[config.mk]
export PLATFORM = sky130hd
export DESIGN_NAME = huffman_bitpacker
export DESIGN_NICKNAME = d
export VERILOG_FILES = /design/src/rtl/huffman_bitpacker.sv
export SDC_FILE = /design/constraint.sdc
export NUM_CORES = 1
export LEC_CHECK = 0
export ABC_CLOCK_PERIOD_IN_PS = 3150
export BUFFER_PORTS_ARGS = -buffer_cell sky130_fd_sc_hd__buf_2
export CAP_MARGIN = 5
export CORE_MARGIN = 2
export CORE_UTILIZATION = 52
export CTS_CLUSTER_SIZE = 12
export DETAILED_ROUTE_END_ITERATION = 8
export GPL_TIMING_DRIVEN = 0
export HOLD_SLACK_MARGIN = 0.05
export PLACE_DENSITY = 0.78
export SLEW_MARGIN = 20
export SYNTH_ARGS = -nofsm -noshare
export SYNTH_HDL_FRONTEND = slang
export SYNTH_SLANG_ARGS = --single-unit
[constraint.sdc]
create_clock -name clk -period 3.15 [get_ports clk]
set_input_delay 0.1575 -clock clk [delete_from_list [all_inputs] [get_ports clk]]
set_output_delay 0.1575 -clock clk [all_outputs]
set_load 0.05 [all_outputs]
[src/rtl/huffman_bitpacker.sv]
// Huffman bit packer: latches a six-entry code table, packs symbol codes MSB-first into bytes.
// Latency: accepted symbol -> byte_valid one cycle later; table latched -> sym_ready next cycle.
// Backpressure: sym_ready drops while more than 8 bits are pending; byte_data holds until byte_ready. Optional: HUFFMAN_BITPACKER_ERR_EN.
module huffman_bitpacker #(
    parameter int ACC_W = 16
) (
    input  logic        clk,
    input  logic        reset,
    input  logic        code_valid,
    input  logic [7:0]  HC1,
    input  logic [7:0]  HC2,
    input  logic [7:0]  HC3,
    input  logic [7:0]  HC4,
    input  logic [7:0]  HC5,
    input  logic [7:0]  HC6,
    input  logic [7:0]  M1,
    input  logic [7:0]  M2,
    input  logic [7:0]  M3,
    input  logic [7:0]  M4,
    input  logic [7:0]  M5,
    input  logic [7:0]  M6,
    input  logic        sym_valid,
    input  logic [7:0]  sym_data,
    input  logic        sym_last,
    output logic        sym_ready,
    output logic        byte_valid,
    output logic [7:0]  byte_data,
    output logic        byte_last,
    input  logic        byte_ready,
    output logic        done,
    output logic        err,
    output logic [15:0] bit_total
);

    localparam int CNT_W = $clog2(ACC_W + 1);

    typedef enum logic [1:0] {
        S_WAIT  = 2'd0,
        S_RUN   = 2'd1,
        S_FLUSH = 2'd2,
        S_DONE  = 2'd3
    } state_t;

    state_t state, state_nxt;

    logic [7:0]       hc_tab  [1:6];
    logic [3:0]       len_tab [1:6];
    logic [ACC_W-1:0] acc;
    logic [CNT_W-1:0] bit_cnt;

    logic [7:0]       sel_code;
    logic [3:0]       sel_len;
    logic             sym_ok;
    logic             accept;
    logic             append;
    logic             pop;
    logic [CNT_W-1:0] app_len;
    logic [CNT_W-1:0] pop_len;
    logic [ACC_W-1:0] aligned;

    function automatic logic [3:0] popcount8(input logic [7:0] m);
        logic [3:0] c;
        c = '0;
        for (int i = 0; i < 8; i++) begin
            c = c + {3'b000, m[i]};
        end
        return c;
    endfunction

    // Table lookup; out-of-range symbols and zero-length entries read as length 0.
    always_comb begin
        sel_len  = '0;
        sel_code = '0;
        case (sym_data)
            8'd1: begin sel_len = len_tab[1]; sel_code = hc_tab[1]; end
            8'd2: begin sel_len = len_tab[2]; sel_code = hc_tab[2]; end
            8'd3: begin sel_len = len_tab[3]; sel_code = hc_tab[3]; end
            8'd4: begin sel_len = len_tab[4]; sel_code = hc_tab[4]; end
            8'd5: begin sel_len = len_tab[5]; sel_code = hc_tab[5]; end
            8'd6: begin sel_len = len_tab[6]; sel_code = hc_tab[6]; end
            default: begin sel_len = '0; sel_code = '0; end
        endcase
    end

    assign sym_ok  = (sel_len != 4'd0);
    assign accept  = sym_valid && sym_ready;
    assign append  = accept && sym_ok;
    assign pop     = byte_valid && byte_ready;
    assign app_len = append ? CNT_W'(sel_len) : '0;
    assign pop_len = pop ? CNT_W'(8) : '0;

    always_ff @(posedge clk or posedge reset) begin
        if (reset) begin
            state <= S_WAIT;
        end else begin
            state <= state_nxt;
        end
    end

    always_comb begin
        state_nxt = state;
        case (state)
            S_WAIT: begin
                if (code_valid) begin
                    state_nxt = S_RUN;
                end
            end
            S_RUN: begin
                if (accept && sym_last) begin
                    state_nxt = S_FLUSH;
                end
            end
            S_FLUSH: begin
                if (bit_cnt == '0) begin
                    state_nxt = S_DONE;
                end else if (pop && byte_last) begin
                    state_nxt = S_DONE;
                end
            end
            S_DONE: begin
                state_nxt = S_DONE;
            end
            default: begin
                state_nxt = S_WAIT;
            end
        endcase
    end

    always_comb begin
        sym_ready  = 1'b0;
        byte_valid = 1'b0;
        byte_last  = 1'b0;
        done       = 1'b0;
        case (state)
            S_RUN: begin
                sym_ready  = (bit_cnt <= CNT_W'(8));
                byte_valid = (bit_cnt >= CNT_W'(8));
            end
            S_FLUSH: begin
                byte_valid = (bit_cnt != '0);
                byte_last  = (bit_cnt != '0) && (bit_cnt <= CNT_W'(8));
            end
            S_DONE: begin
                done = 1'b1;
            end
            default: begin
                sym_ready = 1'b0;
            end
        endcase
    end

    // Oldest pending bit lands in bit7; a short tail is left-justified with zero padding.
    always_comb begin
        if (bit_cnt >= CNT_W'(8)) begin
            aligned = acc >> (bit_cnt - CNT_W'(8));
        end else begin
            aligned = acc << (CNT_W'(8) - bit_cnt);
        end
        byte_data = byte_valid ? aligned[7:0] : 8'h00;
    end

    always_ff @(posedge clk or posedge reset) begin
        if (reset) begin
            for (int i = 1; i <= 6; i++) begin
                hc_tab[i]  <= '0;
                len_tab[i] <= '0;
            end
        end else if (state == S_WAIT && code_valid) begin
            hc_tab[1]  <= HC1 & M1;
            hc_tab[2]  <= HC2 & M2;
            hc_tab[3]  <= HC3 & M3;
            hc_tab[4]  <= HC4 & M4;
            hc_tab[5]  <= HC5 & M5;
            hc_tab[6]  <= HC6 & M6;
            len_tab[1] <= popcount8(M1);
            len_tab[2] <= popcount8(M2);
            len_tab[3] <= popcount8(M3);
            len_tab[4] <= popcount8(M4);
            len_tab[5] <= popcount8(M5);
            len_tab[6] <= popcount8(M6);
        end
    end

    // Bits above bit_cnt are stale; the shift may push them out without loss.
    always_ff @(posedge clk or posedge reset) begin
        if (reset) begin
            acc       <= '0;
            bit_cnt   <= '0;
            bit_total <= '0;
        end else begin
            case (state)
                S_RUN: begin
                    if (append) begin
                        acc       <= (acc << sel_len) | ACC_W'(sel_code);
                        bit_total <= bit_total + 16'(sel_len);
                    end
                    bit_cnt <= bit_cnt + app_len - pop_len;
                end
                S_FLUSH: begin
                    if (pop) begin
                        bit_cnt <= byte_last ? '0 : bit_cnt - CNT_W'(8);
                    end
                end
                default: begin
                    bit_cnt <= bit_cnt;
                end
            endcase
        end
    end

`ifdef HUFFMAN_BITPACKER_ERR_EN
    always_ff @(posedge clk or posedge reset) begin
        if (reset) begin
            err <= 1'b0;
        end else if (accept && !sym_ok) begin
            err <= 1'b1;
        end
    end
`else
    assign err = 1'b0;
`endif

endmodule

==> flow_metrics.env <==
export IMPL_status="complete, no violations"
export IMPL_gr_total_overflow=0
export IMPL_cp_num_buf_inv=3
export IMPL_min_from="HC3[6]"
export IMPL_clock_skew_ns=0.007866
export IMPL_synth_area_mm2=0.008173
export IMPL_power_frac_clock=0.206
export IMPL_dr_total_vias=7749
export IMPL_stdcell_area_mm2=0.01026
export IMPL_ctsHtreeMaxLevel=3
export IMPL_n_antenna_cell=0
export IMPL_synth_main_ff_cell="dfrtp_1"
export IMPL_combPwrFrac=0.418
export IMPL_arrival_ns=3.35
export IMPL_tritoncts="done"
export IMPL_yosysSeqAreaShare=0.3399
export IMPL_avgRoutedWirePerCell_um=17.82
export IMPL_wl_met2_um=12090
export IMPL_crit_path_max_fanout=8
export IMPL_net_switching_power_mw=2.232
export IMPL_hpwlAfterDp_um=17610
export IMPL_place_congestion=0.9445
export IMPL_initial_utilization=0.5356
export IMPL_syn_nets=1103
export IMPL_cts_buffers=9
export IMPL_drc=0
export IMPL_min_to="hc_tab[30]$_DFFE_PP0P_"
export IMPL_track_usage=0.3000
export IMPL_cpMostUsedCell="ha_4"
export IMPL_slew_viol_final=0
export IMPL_route_met3_wl_um=1286
export IMPL_layout_commonest_cell="nand2_1"
export IMPL_antenna_found_initial=0
export IMPL_rr_worst_depth=14
export IMPL_hold_viol=0
export IMPL_synth_edf_count=0
export IMPL_clock_sinks=111
export IMPL_clockBufferDepth=2
export IMPL_hp_class="primary input to register"
export IMPL_die_h_um=129.4
export IMPL_worstSetupEndpointType="register"
export IMPL_dr_pass1_iters=5
export IMPL_portBuffers=137
export IMPL_drt_iter0_drc=489
export IMPL_vias_per_cell=5.685
export IMPL_swShare=0.3913
export IMPL_top_layer="met4"
export IMPL_intPower_mw=3.472
export IMPL_synth_area_per_cell_um2=8.769
export IMPL_power_total_mw=5.704
export IMPL_cts_root_buf="clkbuf_16"
export IMPL_ys_types=69
export IMPL_grt_pass1_vias=7750
export IMPL_clkTransAtPathRegs_ns=0.08
export IMPL_reg2reg_to="bit_cnt[4]$_DFFE_PP0P_"
export IMPL_place_ws_ns=-0.3775
export IMPL_r2r_setup_slack_ns=0.05
export IMPL_routed_wl_um=24300
export IMPL_dp_cells=1283
export IMPL_dpl_cell_area_mm2=0.009283
export IMPL_p_per_area_mw_per_mm2=555.9
export IMPL_worstPathCellList="clkbuf_8 -> inv_8 -> ha_4 -> nor4bb_4 -> or2_4 -> and3_4 -> nand2_2 -> inv_2 -> fa_1 -> ha_4 -> a21oi_2 -> xnor2_1 -> o21ai_0 -> mux2_2"
export IMPL_slowest_stage="fa_1"
export IMPL_io_pins=139
export IMPL_max_slew_worst_pin_slew_ns=0.6953
export IMPL_synth_ff_latch_count=111
export IMPL_drive_gt1_frac=0.2144
export IMPL_yosys_warnings=0
export IMPL_wl_met1_um=9728
export IMPL_instances_no_fill=1363
export IMPL_fillers=1203
export IMPL_reg2reg_from="bit_cnt[0]$_DFFE_PP0P_"
export IMPL_die_x_um=129.4
export IMPL_setup_violations=0
export IMPL_worstPathRequired_ns=3.40
export IMPL_clock_fmax_mhz=322.9
export IMPL_slew_headroom=0.5355
export IMPL_grt_max_degree=33
export IMPL_clock_latency_ns=0.36
export IMPL_p_seq_frac=0.376
export IMPL_row_count=45
export IMPL_finalCritPeriodShare=0.9832
export IMPL_startpoint="bit_cnt[0]$_DFFE_PP0P_"
export IMPL_rsz0062_at_grt="true"
export IMPL_cap_violations=0
export IMPL_async_reset_ff_frac=1.000
export IMPL_area_delta_synth_final_pct=25.55
export IMPL_fin_crit_ns=3.097
export IMPL_die_area_mm2=0.01674
export IMPL_crit_path_max_incr_delay_ns=0.46
export IMPL_holdPathStages=3
export IMPL_hold_ws_ns=0.05176
export IMPL_layout_common_cells="199 x nand2_1, 149 x buf_2, 110 x dfrtp_1"
export IMPL_grt_pass1_wl_um=38740
export IMPL_final_net_count=1318
export IMPL_ir_drop_mv=0.3670
export IMPL_leakagePower_nw=5.144
export IMPL_coreArea_mm2=0.01526
export IMPL_ant_nets=0
export IMPL_path_delay_family="adder cells"
export IMPL_startpoint_type="register"
export IMPL_final_setup_worst_slack_ns=0.05305
export IMPL_path_class="register to register"
export IMPL_netlist_instances=932
how the worst max path moves through the flow:
| stage | to | slack [ns] | depth (start not counted) |
|---|---|---|---|
| floorplan | bit_cnt[4]$_DFFE_PP0P_ | -0.002 | 16 |
| finish | bit_cnt[4]$_DFFE_PP0P_ | 0.05 | 14 |
| global placement | bit_cnt[4]$_DFFE_PP0P_ | -0.33 | 16 |
| global route | bit_cnt[4]$_DFFE_PP0P_ | -0.08 | 16 |
| CTS | bit_cnt[4]$_DFFE_PP0P_ | 0.01 | 15 |
| detailed placement | bit_cnt[4]$_DFFE_PP0P_ | -0.38 | 16 |
power groups by stage:
stage / sequential, mW / combinational [mW] / clock (mW)
after floorplan: 2.07 / 1.64 / 0
after global placement: 2.16 / 2.11 / 0
after detailed placement: 2.17 / 2.19 / 0
after CTS: 2.13 / 2.32 / 1.19
after global routing: 2.19 / 2.64 / 1.23
final: 2.14 / 2.39 / 1.17
cell type report:
type                       count  area, um2  area share
inverter                      81      322.8     0.03146
multi-input combinational    686       4951      0.4825
sequential                   111       2779      0.2708
clock buffer                  12      266.5     0.02597
timing repair buffer         205       1381      0.1346
tap                          211      264.0     0.02573
clock inverter                 4      36.28    0.003536
buffer                        53      260.3     0.02536
registers in the layout, indices dropped and copies added, names as in the netlist:
signal     cells
bit_cnt        5
acc           16
bit_total     16
len_tab       24
state          2
hc_tab        48
Yosys cell counts (all sizes together), types with 7 or more instances:
| cell type | count | share of area |
|---|---|---|
| xor2 | 10 | 0.011 |
| o21ai | 46 | 0.028 |
| dfrtp | 111 | 0.34 |
| ha | 35 | 0.054 |
| a22oi | 11 | 0.010 |
| nand3 | 62 | 0.039 |
| inv | 80 | 0.037 |
| mux2 | 15 | 0.021 |
| buf | 21 | 0.015 |
| o211ai | 7 | 0.0070 |
| a21oi | 50 | 0.033 |
| nand2 | 203 | 0.093 |
| mux4 | 15 | 0.041 |
| xnor2 | 16 | 0.017 |
| fa | 26 | 0.064 |
| and3 | 8 | 0.0061 |
| nor2 | 38 | 0.017 |
| mux2i | 50 | 0.063 |
| a221oi | 10 | 0.011 |
| clkbuf | 33 | 0.015 |
routing by layer:
layer / track usage / up-vias
met4: 0.1675 / 0
met1: 0.3665 / 3726
li1: - / 3636
met2: 0.5152 / 311
met5: 0 / -
met3: 0.03922 / 76
worst min-delay path: stages:
cell	delay, ns
buf_2	0.09
nand3_1	0.07
nand2_1	0.07
per-stage QoR:
step                  util   TNS [ns]
floorplan                -  -0.001984
detailed placement  0.6084    -0.5365
CTS                 0.6701          0
global placement    0.6044    -0.4845
finish              0.6725          0
global route        0.6725   -0.07961
cell families after synthesis:
| kind of cell | Yosys count | share of synthesized area |
|---|---|---|
| compound gates | 162 | 0.1277 |
| simple gates | 356 | 0.1940 |
| mux | 80 | 0.1248 |
| fa+ha+maj | 61 | 0.1173 |
| buf+inv | 135 | 0.06813 |
| xor+xnor | 26 | 0.02786 |
| flops | 111 | 0.3399 |
| other cells | 1 | 0.0004588 |
what timing repair did:
item / 4_1_cts / 5_1_grt
resized for setup: 8 / 6
gates cloned: 0 / 0
endpoints found under the hold margin: 69 / 0
pin swaps: 1 / 1
hold buffers: 59 / 0
setup buffers: 4 / 2
endpoints found under the setup margin: 2 / 5
(Power assumes the default switching activity.)
